<file path="src/rtl/vedic_pkg.sv">
// Shared definitions for the Vedic arithmetic datapath: default operand widths
// and the divider FSM state encoding.
package vedic_pkg;

  localparam int DEF_DIVIDEND_W = 8;
  localparam int DEF_DIVISOR_W  = 4;

  localparam logic [1:0] ST_IDLE = 2'd0;
  localparam logic [1:0] ST_CALC = 2'd1;
  localparam logic [1:0] ST_DONE = 2'd2;

  typedef enum logic [1:0] {
    IDLE = ST_IDLE,
    CALC = ST_CALC,
    DONE = ST_DONE
  } state_t;

endpackage

</file>
<file path="src/rtl/vedic_seq_divider_if.sv">
// Operand/result channel of the sequential divider.
// Handshake: a transfer happens on a rising edge where valid && ready; the
// producer holds valid and data stable until that edge, ready never depends on valid.
interface vedic_seq_divider_if
  import vedic_pkg::*;
#(
  parameter int DIVIDEND_W = DEF_DIVIDEND_W,
  parameter int DIVISOR_W  = DEF_DIVISOR_W
);

  logic                  in_valid;
  logic                  in_ready;
  logic [DIVIDEND_W-1:0] dividend;
  logic [DIVISOR_W-1:0]  divisor;
  logic                  out_valid;
  logic                  out_ready;
  logic [DIVIDEND_W-1:0] quotient;
  logic [DIVISOR_W-1:0]  remainder;
  logic                  div_by_zero;

  modport master (
    output in_valid, dividend, divisor, out_ready,
    input  in_ready, out_valid, quotient, remainder, div_by_zero
  );

  modport slave (
    input  in_valid, dividend, divisor, out_ready,
    output in_ready, out_valid, quotient, remainder, div_by_zero
  );

endinterface

</file>
<file path="src/rtl/vedic_div_step.sv">
// One combinational restoring-division stage: shift in the next dividend bit,
// subtract the divisor when it fits, and emit the resulting quotient bit.
module vedic_div_step #(
  parameter int DIVISOR_W = 4
) (
  input  logic [DIVISOR_W-1:0] r_in,
  input  logic                 din,
  input  logic [DIVISOR_W-1:0] divisor,
  output logic [DIVISOR_W-1:0] r_out,
  output logic                 q_bit
);

  logic [DIVISOR_W:0] t;

  assign t     = {r_in, din};
  assign q_bit = (t >= {1'b0, divisor});
  // When the divisor fits, the true difference is below divisor, so the
  // modulo-2^DIVISOR_W subtraction of the low bits is exact.
  assign r_out = q_bit ? (t[DIVISOR_W-1:0] - divisor) : t[DIVISOR_W-1:0];

endmodule

</file>
<file path="src/rtl/vedic_seq_divider.sv">
// Sequential restoring divider, one quotient bit per clock, with valid/ready
// handshakes on the operand and result sides.
module vedic_seq_divider
  import vedic_pkg::*;
#(
  parameter int DIVIDEND_W = DEF_DIVIDEND_W,
  parameter int DIVISOR_W  = DEF_DIVISOR_W
) (
  input  logic                clk,
  input  logic                rst,
  vedic_seq_divider_if.slave  bus,
  output state_t              state_dbg
);

  localparam int CNT_W = $clog2(DIVIDEND_W);

  state_t                state;
  logic [DIVIDEND_W-1:0] q_sh;
  // Restored partial remainder is always below the divisor, so its extra
  // top bit is identically zero and is not stored.
  logic [DIVISOR_W-1:0]  r_reg;
  logic [DIVISOR_W-1:0]  divisor_reg;
  logic [CNT_W-1:0]      cnt;
  logic [DIVIDEND_W-1:0] quotient_reg;
  logic [DIVISOR_W-1:0]  remainder_reg;
  logic                  dbz_reg;
  logic                  out_valid_reg;

  logic [DIVISOR_W-1:0]  r_next;
  logic                  q_bit;
  logic [DIVIDEND_W-1:0] q_next;

  vedic_div_step #(.DIVISOR_W(DIVISOR_W)) u_step (
    .r_in    (r_reg),
    .din     (q_sh[DIVIDEND_W-1]),
    .divisor (divisor_reg),
    .r_out   (r_next),
    .q_bit   (q_bit)
  );

  assign q_next = {q_sh[DIVIDEND_W-2:0], q_bit};

  always_ff @(posedge clk) begin
    if (rst) begin
      state         <= IDLE;
      q_sh          <= '0;
      r_reg         <= '0;
      divisor_reg   <= '0;
      cnt           <= '0;
      quotient_reg  <= '0;
      remainder_reg <= '0;
      dbz_reg       <= 1'b0;
      out_valid_reg <= 1'b0;
    end else begin
      case (state)
        IDLE: begin
          if (bus.in_valid) begin
            if (bus.divisor != '0) begin
              q_sh        <= bus.dividend;
              r_reg       <= '0;
              divisor_reg <= bus.divisor;
              cnt         <= CNT_W'(DIVIDEND_W - 1);
              state       <= CALC;
            end else begin
              quotient_reg  <= '1;
              remainder_reg <= '0;
              dbz_reg       <= 1'b1;
              out_valid_reg <= 1'b1;
              state         <= DONE;
            end
          end
        end
        CALC: begin
          q_sh  <= q_next;
          r_reg <= r_next;
          if (cnt == '0) begin
            quotient_reg  <= q_next;
            remainder_reg <= r_next;
            dbz_reg       <= 1'b0;
            out_valid_reg <= 1'b1;
            state         <= DONE;
          end else begin
            cnt <= cnt - 1'b1;
          end
        end
        DONE: begin
          if (bus.out_ready) begin
            out_valid_reg <= 1'b0;
            state         <= IDLE;
          end
        end
        default: state <= IDLE;
      endcase
    end
  end

  assign bus.in_ready    = (state == IDLE);
  assign bus.out_valid   = out_valid_reg;
  assign bus.quotient    = quotient_reg;
  assign bus.remainder   = remainder_reg;
  assign bus.div_by_zero = dbz_reg;
  assign state_dbg       = state;

endmodule

</file>
<file path="src/flat_wrapper.sv">
// flat-port wrapper written by rule: the top's interface ports become plain ports
module vedic_seq_divider_flat import vedic_pkg::*;
#(
  parameter int DIVIDEND_W = DEF_DIVIDEND_W,
  parameter int DIVISOR_W  = DEF_DIVISOR_W
)
  (clk, rst, state_dbg, bus_in_valid, bus_dividend, bus_divisor, bus_out_ready, bus_in_ready, bus_out_valid, bus_quotient, bus_remainder, bus_div_by_zero);
  vedic_seq_divider_if #(.DIVIDEND_W(DIVIDEND_W), .DIVISOR_W(DIVISOR_W)) bus_i ();
  input  logic clk;
  input  logic rst;
  output state_t state_dbg;
  input wire logic [$bits(bus_i.in_valid)-1:0] bus_in_valid;
  input wire logic [$bits(bus_i.dividend)-1:0] bus_dividend;
  input wire logic [$bits(bus_i.divisor)-1:0] bus_divisor;
  input wire logic [$bits(bus_i.out_ready)-1:0] bus_out_ready;
  output wire logic [$bits(bus_i.in_ready)-1:0] bus_in_ready;
  output wire logic [$bits(bus_i.out_valid)-1:0] bus_out_valid;
  output wire logic [$bits(bus_i.quotient)-1:0] bus_quotient;
  output wire logic [$bits(bus_i.remainder)-1:0] bus_remainder;
  output wire logic [$bits(bus_i.div_by_zero)-1:0] bus_div_by_zero;
  assign bus_i.in_valid = bus_in_valid;
  assign bus_i.dividend = bus_dividend;
  assign bus_i.divisor = bus_divisor;
  assign bus_i.out_ready = bus_out_ready;
  assign bus_in_ready = bus_i.in_ready;
  assign bus_out_valid = bus_i.out_valid;
  assign bus_quotient = bus_i.quotient;
  assign bus_remainder = bus_i.remainder;
  assign bus_div_by_zero = bus_i.div_by_zero;
  vedic_seq_divider #(.DIVIDEND_W(DIVIDEND_W), .DIVISOR_W(DIVISOR_W)) u_core (.clk(clk), .rst(rst), .bus(bus_i), .state_dbg(state_dbg));
endmodule
</file>
<file path="config.mk">
export PLATFORM = sky130hd
export DESIGN_NAME = vedic_seq_divider_flat
export DESIGN_NICKNAME = d
export VERILOG_FILES = /design/src/rtl/vedic_pkg.sv /design/src/rtl/vedic_seq_divider_if.sv /design/src/rtl/vedic_div_step.sv /design/src/rtl/vedic_seq_divider.sv /design/src/flat_wrapper.sv
export SDC_FILE = /design/constraint.sdc
export NUM_CORES = 1
export LEC_CHECK = 0
export BUFFER_PORTS_ARGS = -buffer_cell sky130_fd_sc_hd__buf_2
export CAP_MARGIN = 20
export CORE_MARGIN = 1
export CORE_UTILIZATION = 30
export DETAILED_ROUTE_END_ITERATION = 16
export GPL_ROUTABILITY_DRIVEN = 0
export SYNTH_ARGS = -nofsm -noshare
export SYNTH_HDL_FRONTEND = slang
export SYNTH_HIERARCHICAL = 1
export SYNTH_SLANG_ARGS = --single-unit
export TNS_END_PERCENT = 30
</file>
<file path="constraint.sdc">
create_clock -name clk -period 2.1 [get_ports clk]
set_input_delay 0 -clock clk [delete_from_list [all_inputs] [get_ports clk]]
set_output_delay 0 -clock clk [all_outputs]
set_load 0.02 [all_outputs]
</file>
* Word level (Yosys, flattened, before mapping) *
Cells that the tools add are included.
Widths: inputs -> output; s select.

word-level totals
  register bits after elaboration = 35
  bits of input ports = 16
  output and inout bits = 17
  logic and storage cells = 62

cells by class
  add/subtract/negate cells = 2
  order comparisons = 1
  equal/unequal tests = 8
  muxes and demuxes = 31
  reduce and logical (&&, ||, !) cells = 11

operator list
  kind                 number
  $mux 8               5
  $pmux 8 s2           2
  $mux 4               6
  $pmux 4 s2           2
  $mux 3               3
  $reduce_and 3->1     3
  $mux 2               4
  $ne 2x2->1 const B   4
  $reduce_and 4->1     2
  $pmux 2 s3           1
  $pmux 3 s2           1
  $ge 5x4->1           1
  $mux 1               5
  $reduce_and 5->1     1
  $ne 2x1->1 const B   2
  $reduce_bool 4->1    1
  $sub 4x4->4          1
  $logic_not 3->1      1
  $pmux 1 s3           1
  $reduce_bool 3->1    1
  $sub 3x1->3 const B  1
  $eq 2x1->1 const B   1
  $eq 2x2->1 const B   1
  $logic_not 2->1      1
  2 further kinds      2

* Depth between registers and ports, before layout *
Gate-level depths: netlist of the first run.

  depth after elaboration = 4
  depth in mapped cells = 8
  mapped depth without buffers = 8

* By module *
The synthesis of the first run kept the hierarchy.

modules (own cells, without submodules)
  module             instances  cells each  area an instance (um2)  seq. area each (um2)
  vedic_seq_divider  1          163         1426.4                  700.7
  vedic_div_step     1          28          224.0                   0.0

* Worst setup path after synthesis of the first run *
No wires, ideal clock.

  path kind = reg-to-reg
  start point = reg u_core.state[0], in the netlist u_core/state_dbg[0]
  end point = reg u_core.dbz_reg, in the netlist u_core/bus.div_by_zero
  setup time = 0.130 ns
  data arrival time = 1.566 ns
  data required time = 1.970 ns
  setup slack = 0.404 ns
  stages on the path, launching flop included = 7
  buffers on the path = 2
  period minus slack after synthesis = 1.696 ns
  path through = dfxtp_1 nor2b_1 clkbuf_1 nand2_1 clkbuf_1 a32oi_1 nor2_1

on the way
  word-level cells in the longest chain between the ends = 3
  elaborated cells on any way between the ends = 8
  those cells by class = eq/ne: 4; mux: 1; reduce/logical: 3

RTL lines
  item                                                  line                     source
  start, declared                                       vedic_seq_divider.sv:17  state_t state;
  start signal, assigned                                vedic_seq_divider.sv:45  state <= IDLE;
  start signal, assigned                                vedic_seq_divider.sv:63  state <= CALC;
  start signal, assigned                                vedic_seq_divider.sv:69  state <= DONE;
  $eq 2x1->1 / $logic_not 2->1 (equally long branches)  vedic_seq_divider.sv:55  case (state)
  $ne 2x1->1 (no line) (tied with other cells)          --
  $reduce_and 4->1 (no line)                            --
  end signal, assigned                                  vedic_seq_divider.sv:52  dbz_reg <= 1'b0;
  end signal, assigned                                  vedic_seq_divider.sv:67  dbz_reg <= 1'b1;
  end signal, assigned                                  vedic_seq_divider.sv:79  dbz_reg <= 1'b0;
  end, declared                                         vedic_seq_divider.sv:26  logic dbz_reg;

Parallel ways exist; a longest one is shown, timed or not.
A chain may end at the register's enable or synchronous reset.

* Worst setup path in the final report of the first run *
  start point = in bus_divisor[0]
  end point = reg u_core.quotient_reg[0], in the netlist u_core/bus.quotient[0]

on the way
  word-level cells in the longest chain between the ends = 3

RTL lines
  item                        line                     source
  start, declared             flat_wrapper.sv:14       input wire logic [$bits(bus_i.divisor)-1:0] bus_divisor;
  $reduce_bool 4->1           vedic_seq_divider.sv:58  if (bus.divisor != '0) begin
  $ne 2x2->1 (no line)        --
  $reduce_and 4->1 (no line)  --
  end signal, assigned        vedic_seq_divider.sv:77  quotient_reg <= q_next;
  end, declared               vedic_seq_divider.sv:24  logic [DIVIDEND_W-1:0] quotient_reg;

Every way passes these cells.

==> flow_summary.toml, run 1 <==
[die]
dieArea_um2 = 5800
num_rows = 26
pin_count = 33
dieHeight_um = 76.2
die_width_um = 76.2
initial_utilization = 0.317
core_area_um2 = 5200

[critical_path]
cpMaxStageDelayCell = "or4_4"
crit_chain = "dlygate4sd3_1 -> buf_2 -> or4_4 -> a221oi_4 -> buf_4 -> nor2_1 -> nor3_1"
cp.buffers_inverters = 3
crit_family = "buffers and inverters"
cp_max_fo = 13
cp_data_arrival_time_ns = 2.01
regToRegSetupSlack_ns = 0.35
startpoint_type = "primary input"
max_stage_delay_ns = 0.55
cp_data_required_time_ns = 2.32
rr_startpoint = "u_core/divisor_reg[1]$_SDFFE_PP0P_"
timing.rr.end = "u_core/r_reg[2]$_SDFFE_PP0P_"
reg2regPathDepth = 7
critPathKind = "primary input to flip-flop"
cp-end-kind = "flip-flop"

[synth]
synth_area_leader_cell = "dfxtp_1"
async_flop_share = 0
synth_xor_area_frac = 0.00531
synth_simple_gate_area_share = 0.265
synth_nets = 214
syn-cell-area_um2 = 1650
synth.top_cell.area_share = 0.425
synth_top_family_by_area = "simple AND/OR/NAND/NOR gates"
syn-mean-instance-area_um2 = 8.64
synth-compound-area-share = 0.154
synth_edf_count = 0
synthAdderAreaFrac = 0.0576
syn_inst = 191
yosysWarningCount = 6
ys_seq_elements = 35
synth_ff_type = "dfxtp_1"
synth_mux_area_frac = 0.0455
synth_top_cells_by_area = "dfxtp_1, nor2_1, a311oi_1"
ys_seq_area_frac = 0.425
synth.distinct_cells = 35

[cells_and_area]
regArea_um2 = 701
final_cell_mix = "nor2_1, dfxtp_1, buf_2"
n_antenna_cell = 0
fill_cells = 559
synthToLayoutAreaGrowth_pct = 27.7
drive_above_1_share = 0.242
nNetsFinal = 262
fin_area_um2 = 2110
multi_input_area_um2 = 871

[pwr]
p_seq_frac = 0.423
pwr-share-clk = 0.245
switchingPower_uw = 669
p_int_uw = 1250
vdd_drop_max_mv = 0.440
p_comb_frac = 0.332
power_density_nw_per_um2 = 912
p_sw_frac = 0.349
p_leak_uw = 0.000908

[cts]
ctsResizeCount = 0
cts_buffer_depth = 2
htreeDepth = 2
numCtsBuffers = 5
cts_sinks = 35
cts_root_buf = "clkbuf_8"
clock_latency_ns = 0.29
clk_pin_slew_ns = 0.07
cts_tree = "yes"

[routing]
detail-route-antenna-nets = 0
routed_wl_mm = 3.64
num_vias = 1449
avgRoutedWirePerCell_um = 11.7
first_pass_iters = 4
drc = 0
viasPerCell = 4.67
drtIter0Drc = 58

[global_route]
grt_pass1_wl_mm = 6.53
overflow = 0
grt_use_met1 = 0.189
grt_max_degree = 34
met2_usage = 0.215
track_usage = 0.142
top_usage_layer = "met2"
grt_pass1_vias = 1392
gr-usage-met3 = 0.0479
antenna_found_initial = 0

[sta]
rsz0062_at_grt = "no"
fin_crit_sh = 0.853
setup_viol = 0
skew_ns = 0.00472
drv_slew = 0
period_needed_ns = 1.79
setup_ws_ns = 0.309
relSlewSlack = 0.606
worstMarginPinSlew_ns = 0.591
hold_viol_final = 0
tns_ns = 0
max_freq_ghz = 0.558

[min_path]
min_to = "u_core/divisor_reg[1]$_SDFFE_PP0P_"
min_path_type = "primary input to flip-flop"
hp-start = "bus_divisor[1]"
hold_depth = 3

[placement]
dp_hpwl_mm = 2.52
place_area_um2 = 1890
port_buffers = 32
place_ws_ns = 0.279

[run_status]
status = "complete, no violations"

[flow_run]
cap_violations = 0
[how the worst max path moves through the flow]
stage / slack (ns) / endpoint / start / cells past startpoint
after global routing: 0.20 / u_core/r_reg[2]$_SDFFE_PP0P_ / bus_divisor[0] / 7
after global placement: 0.34 / u_core/bus.out_valid$_SDFFE_PP0P_ / bus_divisor[0] / 5
after detailed placement: 0.28 / u_core/bus.out_valid$_SDFFE_PP0P_ / bus_divisor[0] / 5
final: 0.31 / u_core/bus.quotient[0]$_SDFFE_PP0P_ / bus_divisor[0] / 7
after floorplan: 0.40 / u_core/bus.div_by_zero$_SDFFE_PP0P_ / u_core/state_dbg[0]$_SDFFE_PP0P_ / 6
after CTS: 0.03 / u_core/bus.out_valid$_SDFFE_PP0P_ / bus_divisor[0] / 6
[cell type report]
type                    count  area share
multi-input cells         137       0.413
clock buffers               6      0.0344
inverters                  10      0.0178
clock inverters             2     0.00594
flip-flops and latches     35       0.333
repair buffers             50       0.154
well taps                  70      0.0416
[through the flow]
step	power [uW]	utilization	cells	hold WS, ns
after global routing	2070	0.405	310	0.0128
final	1920	0.405	310	0.00560
after global placement	1430	0.363	288	0.232
after floorplan	1290	-	191	0.118
after detailed placement	1440	0.363	288	0.241
after CTS	1930	0.402	308	0.00587
[tightest hold or removal path: cells and delay by family]
| kind | cells | cell delay, ns |
|---|---|---|
| and+or+nand+nor | 1 | 0.09 |
| buffers and inverters | 1 | 0.10 |
| muxes | 1 | 0.06 |
[per-layer routing]
layer  wire [um]  share of wire
met1        1790           0.49
met5           0              0
met2        1610           0.44
met4          53          0.015
met3         181          0.050
[Yosys cell counts, drive strengths merged, types with 2 or more instances]
master  number
a21oi        5
a221oi       2
a22o         4
a311oi       9
clkbuf       8
dfxtp       35
ha           6
inv         10
mux2i        6
nand2       21
nand2b       7
nand3        7
nor2        39
nor2b        2
nor3        11
nor3b        2
o21ai        6
[power groups by stage]
| stage | Clock (uW) | Sequential, uW | Combinational, uW |
|---|---|---|---|
| floorplan | 0 | 863 | 428 |
| global placement | 0 | 826 | 605 |
| detailed placement | 0 | 826 | 611 |
| CTS | 489 | 812 | 629 |
| global route | 523 | 827 | 718 |
| finish | 471 | 812 | 637 |
[what timing repair did]
action,4_1_cts,5_1_grt
endpoints found under the hold margin,12,0
setup buffers,0,2
endpoints found under the setup margin,0,10
hold buffers,12,0
[cells by family after synthesis]
logic type,count (synthesis)
AOI/OAI and AO/OA,30
buffers and inverters,19
adders and majority gates,7
xor gates and xnor gates,1
and+or+nand+nor,92
muxes,7
DFF,35
(Power assumes the default switching activity.)
==> inputs of run 2 (changes only) <==
- CORE_UTILIZATION: 30 -> 54
- PLACE_DENSITY: not set -> 0.79
==> run 2 against run 1 <==
Net effect: the flow now finishes with violations (DRC); sequential share of layout area increased by 1.1 points; final cell count fell by 13%; maximum frequency about the same; cell area is 3.2% lower; hold slack gained 0.14 ns; first-iteration DRC count rose by 53%.
==> flow_summary.toml, run 2 (same netlist as run 1, synthesis figures left out) <==
[routing]
first_pass_iters = 10
routed_wl_mm = 3.80
drc = 4
detail-route-antenna-nets = 0
viasPerCell = 5.54
num_vias = 1496
drtIter0Drc = 89
avgRoutedWirePerCell_um = 14.1

[cells_and_area]
drive_above_1_share = 0.230
final_cell_mix = "nor2_1, dfxtp_1, buf_2"
n_antenna_cell = 0
synthToLayoutAreaGrowth_pct = 23.6
nNetsFinal = 261
final_core_util = 0.721

[critical_path]
reg2regPathDepth = 7
timing.rr.end = "u_core/r_reg[2]$_SDFFE_PP0P_"
crit_cells = 7
crit_end = "u_core/bus.out_valid$_SDFFE_PP0P_"
rr_startpoint = "u_core/divisor_reg[2]$_SDFFE_PP0P_"
crit_family = "buffers and inverters"
cp-end-kind = "flip-flop"
crit_chain = "dlygate4sd3_1 -> buf_2 -> or4_4 -> a221oi_4 -> buf_4 -> nor2_1 -> a311oi_1"
cp_max_fo = 17
regToRegSetupSlack_ns = 0.31
crit_path_start = "bus_divisor[0]"
cp_data_arrival_time_ns = 2.04
critPathKind = "primary input to flip-flop"
max_stage_delay_ns = 0.56
cp_data_required_time_ns = 2.35
cpMaxStageDelayCell = "or4_4"
startpoint_type = "primary input"
cp.buffers_inverters = 3

[cts]
post_cts_buffers = 0
ctsHoldBuffers = 14
numCtsBuffers = 5
clock_latency_ns = 0.34
cts_buffer_depth = 2
cts_sinks = 35
clk_pin_slew_ns = 0.09
cts_root_buf = "clkbuf_4"
cts_tree = "yes"
htreeDepth = 2
ctsResizeCount = 0

[die]
initial_utilization = 0.583
num_rows = 19
pin_count = 33
core_area_um2 = 2830
dieArea_um2 = 3280
die_width_um = 57.3
dieHeight_um = 57.3

[sta]
rsz0062_at_grt = "no"
tns_ns = 0
relSlewSlack = 0.611
worstMarginPinSlew_ns = 0.584
setup_ws_ns = 0.311
hold_viol_final = 0
period_needed_ns = 1.79
setup_viol = 0
drv_slew = 0
whs_ns = 0.149
max_freq_ghz = 0.559
fin_crit_sh = 0.852
skew_ns = 0.00850

[run_status]
violations = "DRC"
status = "complete, but fails checks"

[flow_run]
cap_violations = 0

[min_path]
min_path_type = "primary input to flip-flop"

[placement]
place_ws_ns = 0.321
dp_hpwl_mm = 2.41
port_buffers = 32

[global_route]
grt_max_degree = 34
overflow = 0
antenna_found_initial = 0
grt_pass1_vias = 1526
grt_pass1_wl_mm = 6.27
track_usage = 0.252

[pwr]
power_density_nw_per_um2 = 918
p_total_uw = 1870
vdd_drop_max_mv = 0.595
p_leak_uw = 0.000900
## run 2: cell count changes in the layout (fill, tap and decap cells not counted), sizes merged
cell         change
clkinvlp         -1
clkbuf           +2
clkinv           -1
dlygate4sd3      +2
buf              -3
## run 2: per-layer routing
| layer | vias to the layer above | share of wire | track usage |
|---|---|---|---|
| met2 | 50 | 0.52 | 0.450 |
| met5 | - | 0 | 0 |
| met3 | 8 | 0.052 | 0.0884 |
| met1 | 686 | 0.42 | 0.261 |
| met4 | 0 | 0.012 | 0.125 |
| li1 | 752 | - | - |
## run 2: area by class of cell
cell class | instances | area, um2
clock buffer | 8 | 68.8
fill | 239 | 790
inverter | 10 | 37.5
multi-input combinational | 137 | 871
sequential | 35 | 701
tap | 31 | 38.8
timing repair buffer | 49 | 323
## run 2: worst min path at each step
stage / start / slack [ns] / endpoint / cells past startpoint
2_1_floorplan: bus_out_ready / 0.12 / u_core/bus.out_valid$_SDFFE_PP0P_ / 1
5_1_grt: rst / 0.15 / u_core/divisor_reg[0]$_SDFFE_PP0P_ / 2
6_report: rst / 0.15 / u_core/divisor_reg[0]$_SDFFE_PP0P_ / 2
4_1_cts: rst / 0.13 / u_core/divisor_reg[0]$_SDFFE_PP0P_ / 2
3_5_place_dp: bus_out_ready / 0.22 / u_core/bus.out_valid$_SDFFE_PP0P_ / 2
3_3_place_gp: bus_out_ready / 0.23 / u_core/bus.out_valid$_SDFFE_PP0P_ / 2
## run 2: worst register-to-register path, delay by kind of cell (launching register included)
| kind | cells | cell delay [ns] |
|---|---|---|
| AO/OA/AOI/OAI | 1 | 0.21 |
| adder cells (fa/ha/maj) | 1 | 0.34 |
| buffers and inverters | 1 | 0.05 |
| flip-flops | 1 | 0.36 |
| multiplexers | 1 | 0.32 |
| AND/OR/NAND/NOR | 3 | 0.42 |
## run 2: stage by stage
step           std cells  area, um2
6_report             270       2040
4_1_cts              270       2040
5_1_grt              270       2040
3_5_place_dp         248       1830
3_3_place_gp         248       1830
2_1_floorplan        191       1650
## run 2: power breakdown
part / switching (uW) / leakage, uW / internal [uW]
sequential: 61.6 / 0.000288 / 752
clock: 214 / 0.0000386 / 197
combinational: 386 / 0.000574 / 260
total: 662 / 0.000900 / 1210
==> inputs of run 3 (changes only) <==
- SLEW_MARGIN: not set -> 20
- SYNTH_HIERARCHICAL: 1 -> not set
==> run 3 against run 2 <==
Net effect: the flow still finishes with violations (DRC); synthesized area is 0.38% lower; die area is 0.37% lower; clock skew is 0.0021 ns lower; via count is 1.8% higher; cell area is 0.43% lower; synthesized cell count is 4.7% higher.
==> flow_summary.toml, run 3 <==
[routing]
first_pass_iters = 10
drc = 3
avgRoutedWirePerCell_um = 13.0
viasPerCell = 5.48
num_vias = 1523
detail-route-antenna-nets = 0
drtIter0Drc = 40
routed_wl_mm = 3.61

[cts]
ctsHoldBuffers = 13
clock_latency_ns = 0.34
post_cts_buffers = 0
clk_pin_slew_ns = 0.10
numCtsBuffers = 5
htreeDepth = 2
cts_tree = "yes"
cts_sinks = 35
cts_root_buf = "clkbuf_4"
cts_buffer_depth = 2
ctsResizeCount = 0

[cells_and_area]
multi_input_area_um2 = 855
drive_above_1_share = 0.202
fill_cells = 231
nNetsFinal = 269
n_antenna_cell = 0
synthToLayoutAreaGrowth_pct = 23.5
final_cell_mix = "nor2_1, dfxtp_1, buf_2"
regArea_um2 = 701

[sta]
worstMarginPinSlew_ns = 0.634
skew_ns = 0.00641
rsz0062_at_grt = "no"
period_needed_ns = 1.78
tns_ns = 0
setup_viol = 0
relSlewSlack = 0.577
drv_slew = 0
max_freq_ghz = 0.562
hold_viol_final = 0
fin_crit_sh = 0.848

[run_status]
violations = "DRC"
status = "complete, but fails checks"

[global_route]
grt_pass1_vias = 1436
track_usage = 0.236
grt_pass1_wl_mm = 5.91
overflow = 0
antenna_found_initial = 0
grt_max_degree = 34

[synth]
async_flop_share = 0
synth.top_cells.by_count = "dfxtp_1, nor2_1, nand2_1, a21oi_1, o21ai_0"
synth_ff_type = "dfxtp_1"
synth.top_cell.area_share = 0.426
synth_nets = 223
ys_seq_elements = 35
syn-mean-instance-area_um2 = 8.22
yosysWarningCount = 0
synth_top_cells_by_area = "dfxtp_1, nor2_1, a21oi_1"
synth_edf_count = 0
synth.distinct_cells = 38
ys_seq_area_frac = 0.426
syn_inst = 200
syn-cell-area_um2 = 1640
synth_area_leader_cell = "dfxtp_1"

[die]
initial_utilization = 0.581
num_rows = 19
die_width_um = 57.2
core_area_um2 = 2830
pin_count = 33
dieArea_um2 = 3270
dieHeight_um = 57.2

[placement]
port_buffers = 32
dp_hpwl_mm = 2.43

[pwr]
p_leak_uw = 0.000895
power_density_nw_per_um2 = 882
vdd_drop_max_mv = 0.671
p_total_uw = 1790

[critical_path]
cp_data_arrival_time_ns = 2.02
max_stage_delay_ns = 0.35
startpoint_type = "flip-flop"
cp_data_required_time_ns = 2.33
cp_max_fo = 7
cp-end-kind = "flip-flop"
crit_chain = "inv_1 -> ha_1 -> nor2_1 -> o21ai_0 -> and2_1 -> mux2i_1 -> o21ai_0"
critPathKind = "flip-flop to flip-flop"
crit_path_frequent_cell = "o21ai_0"
cpMaxStageDelayCell = "ha_1"

[flow_run]
cap_violations = 0

[min_path]
min_path_type = "primary input to flip-flop"
[run 3: cell types whose count changed after synthesis, sizes merged, moves of 5 or more]
cell    before  now
a21oi        5   19
a311oi       9    3
nand3        7    2
o21ai        6   14
o22ai        0    5
[run 3: layer usage]
metal / GRT usage / wire [um] / share of wire
met5: 0 / 0 / 0
met4: 0.118 / 61 / 0.017
met3: 0.0590 / 209 / 0.058
met2: 0.393 / 1720 / 0.48
met1: 0.284 / 1620 / 0.45
[run 3: path summary, 6_finish.rpt]
check                                                   startpoint                                 end  slack [ns]  cells past startpoint
worst max-delay path            u_core.divisor_reg[2]$_SDFFE_PP0P_        u_core.r_reg[2]$_SDFFE_PP0P_        0.32                      7
worst min-delay path                               bus_dividend[0]         u_core.q_sh[0]$_SDFFE_PP0P_        0.08                      4
worst max register to register  u_core.divisor_reg[2]$_SDFFE_PP0P_        u_core.r_reg[2]$_SDFFE_PP0P_        0.32                      7
worst min register to register  u_core.divisor_reg[2]$_SDFFE_PP0P_  u_core.divisor_reg[2]$_SDFFE_PP0P_        0.46                      2
[run 3: cell type report]
cell class,instances,area share
clock buffers,6,0.0253
clock inverters,2,0.0173
flip-flops and latches,35,0.345
repair buffers,48,0.154
inverters,10,0.0185
well taps,31,0.0191
multi-input cells,146,0.421
[run 3: kinds of logic (layout without fill, tap and decap cells)]
| kind of cell | Yosys count | count (layout) | synth area share |
|---|---|---|---|
| mux | 2 | 2 | 0.0122 |
| simple gates | 85 | 85 | 0.253 |
| compound gates | 50 | 50 | 0.186 |
| fa+ha+maj | 7 | 7 | 0.0578 |
| buf+inv | 19 | 66 | 0.0540 |
| flops | 35 | 35 | 0.426 |
| xor+xnor | 2 | 2 | 0.0107 |
[run 3: through the flow]
step / worst slack [ns] / utilization / area [um2] / hold slack (ns) / cells
after floorplan: 0.410 / - / 1640 / 0.136 / 200
after global placement: 0.405 / 0.641 / 1810 / 0.278 / 257
after detailed placement: 0.332 / 0.641 / 1810 / 0.285 / 257
after CTS: 0.314 / 0.718 / 2030 / 0.0694 / 278
after global routing: 0.0625 / 0.718 / 2030 / 0.129 / 278
final: 0.319 / 0.718 / 2030 / 0.0802 / 278
[run 3: critical path: cells and delay by family, from the launching register on]
| kind | cells | cell delay (ns) |
|---|---|---|
| and+or+nand+nor | 2 | 0.36 |
| adders and majority gates | 1 | 0.35 |
| DFF | 1 | 0.34 |
| AOI/OAI and AO/OA | 2 | 0.33 |
| muxes | 1 | 0.25 |
| buffers and inverters | 1 | 0.05 |
[run 3: where the power goes]
part | switching, uW | internal (uW) | total (uW) | leakage [uW]
logic | 294 | 203 | 497 | 0.000560
clock network | 225 | 281 | 506 | 0.0000482
registers | 50.4 | 738 | 789 | 0.000287
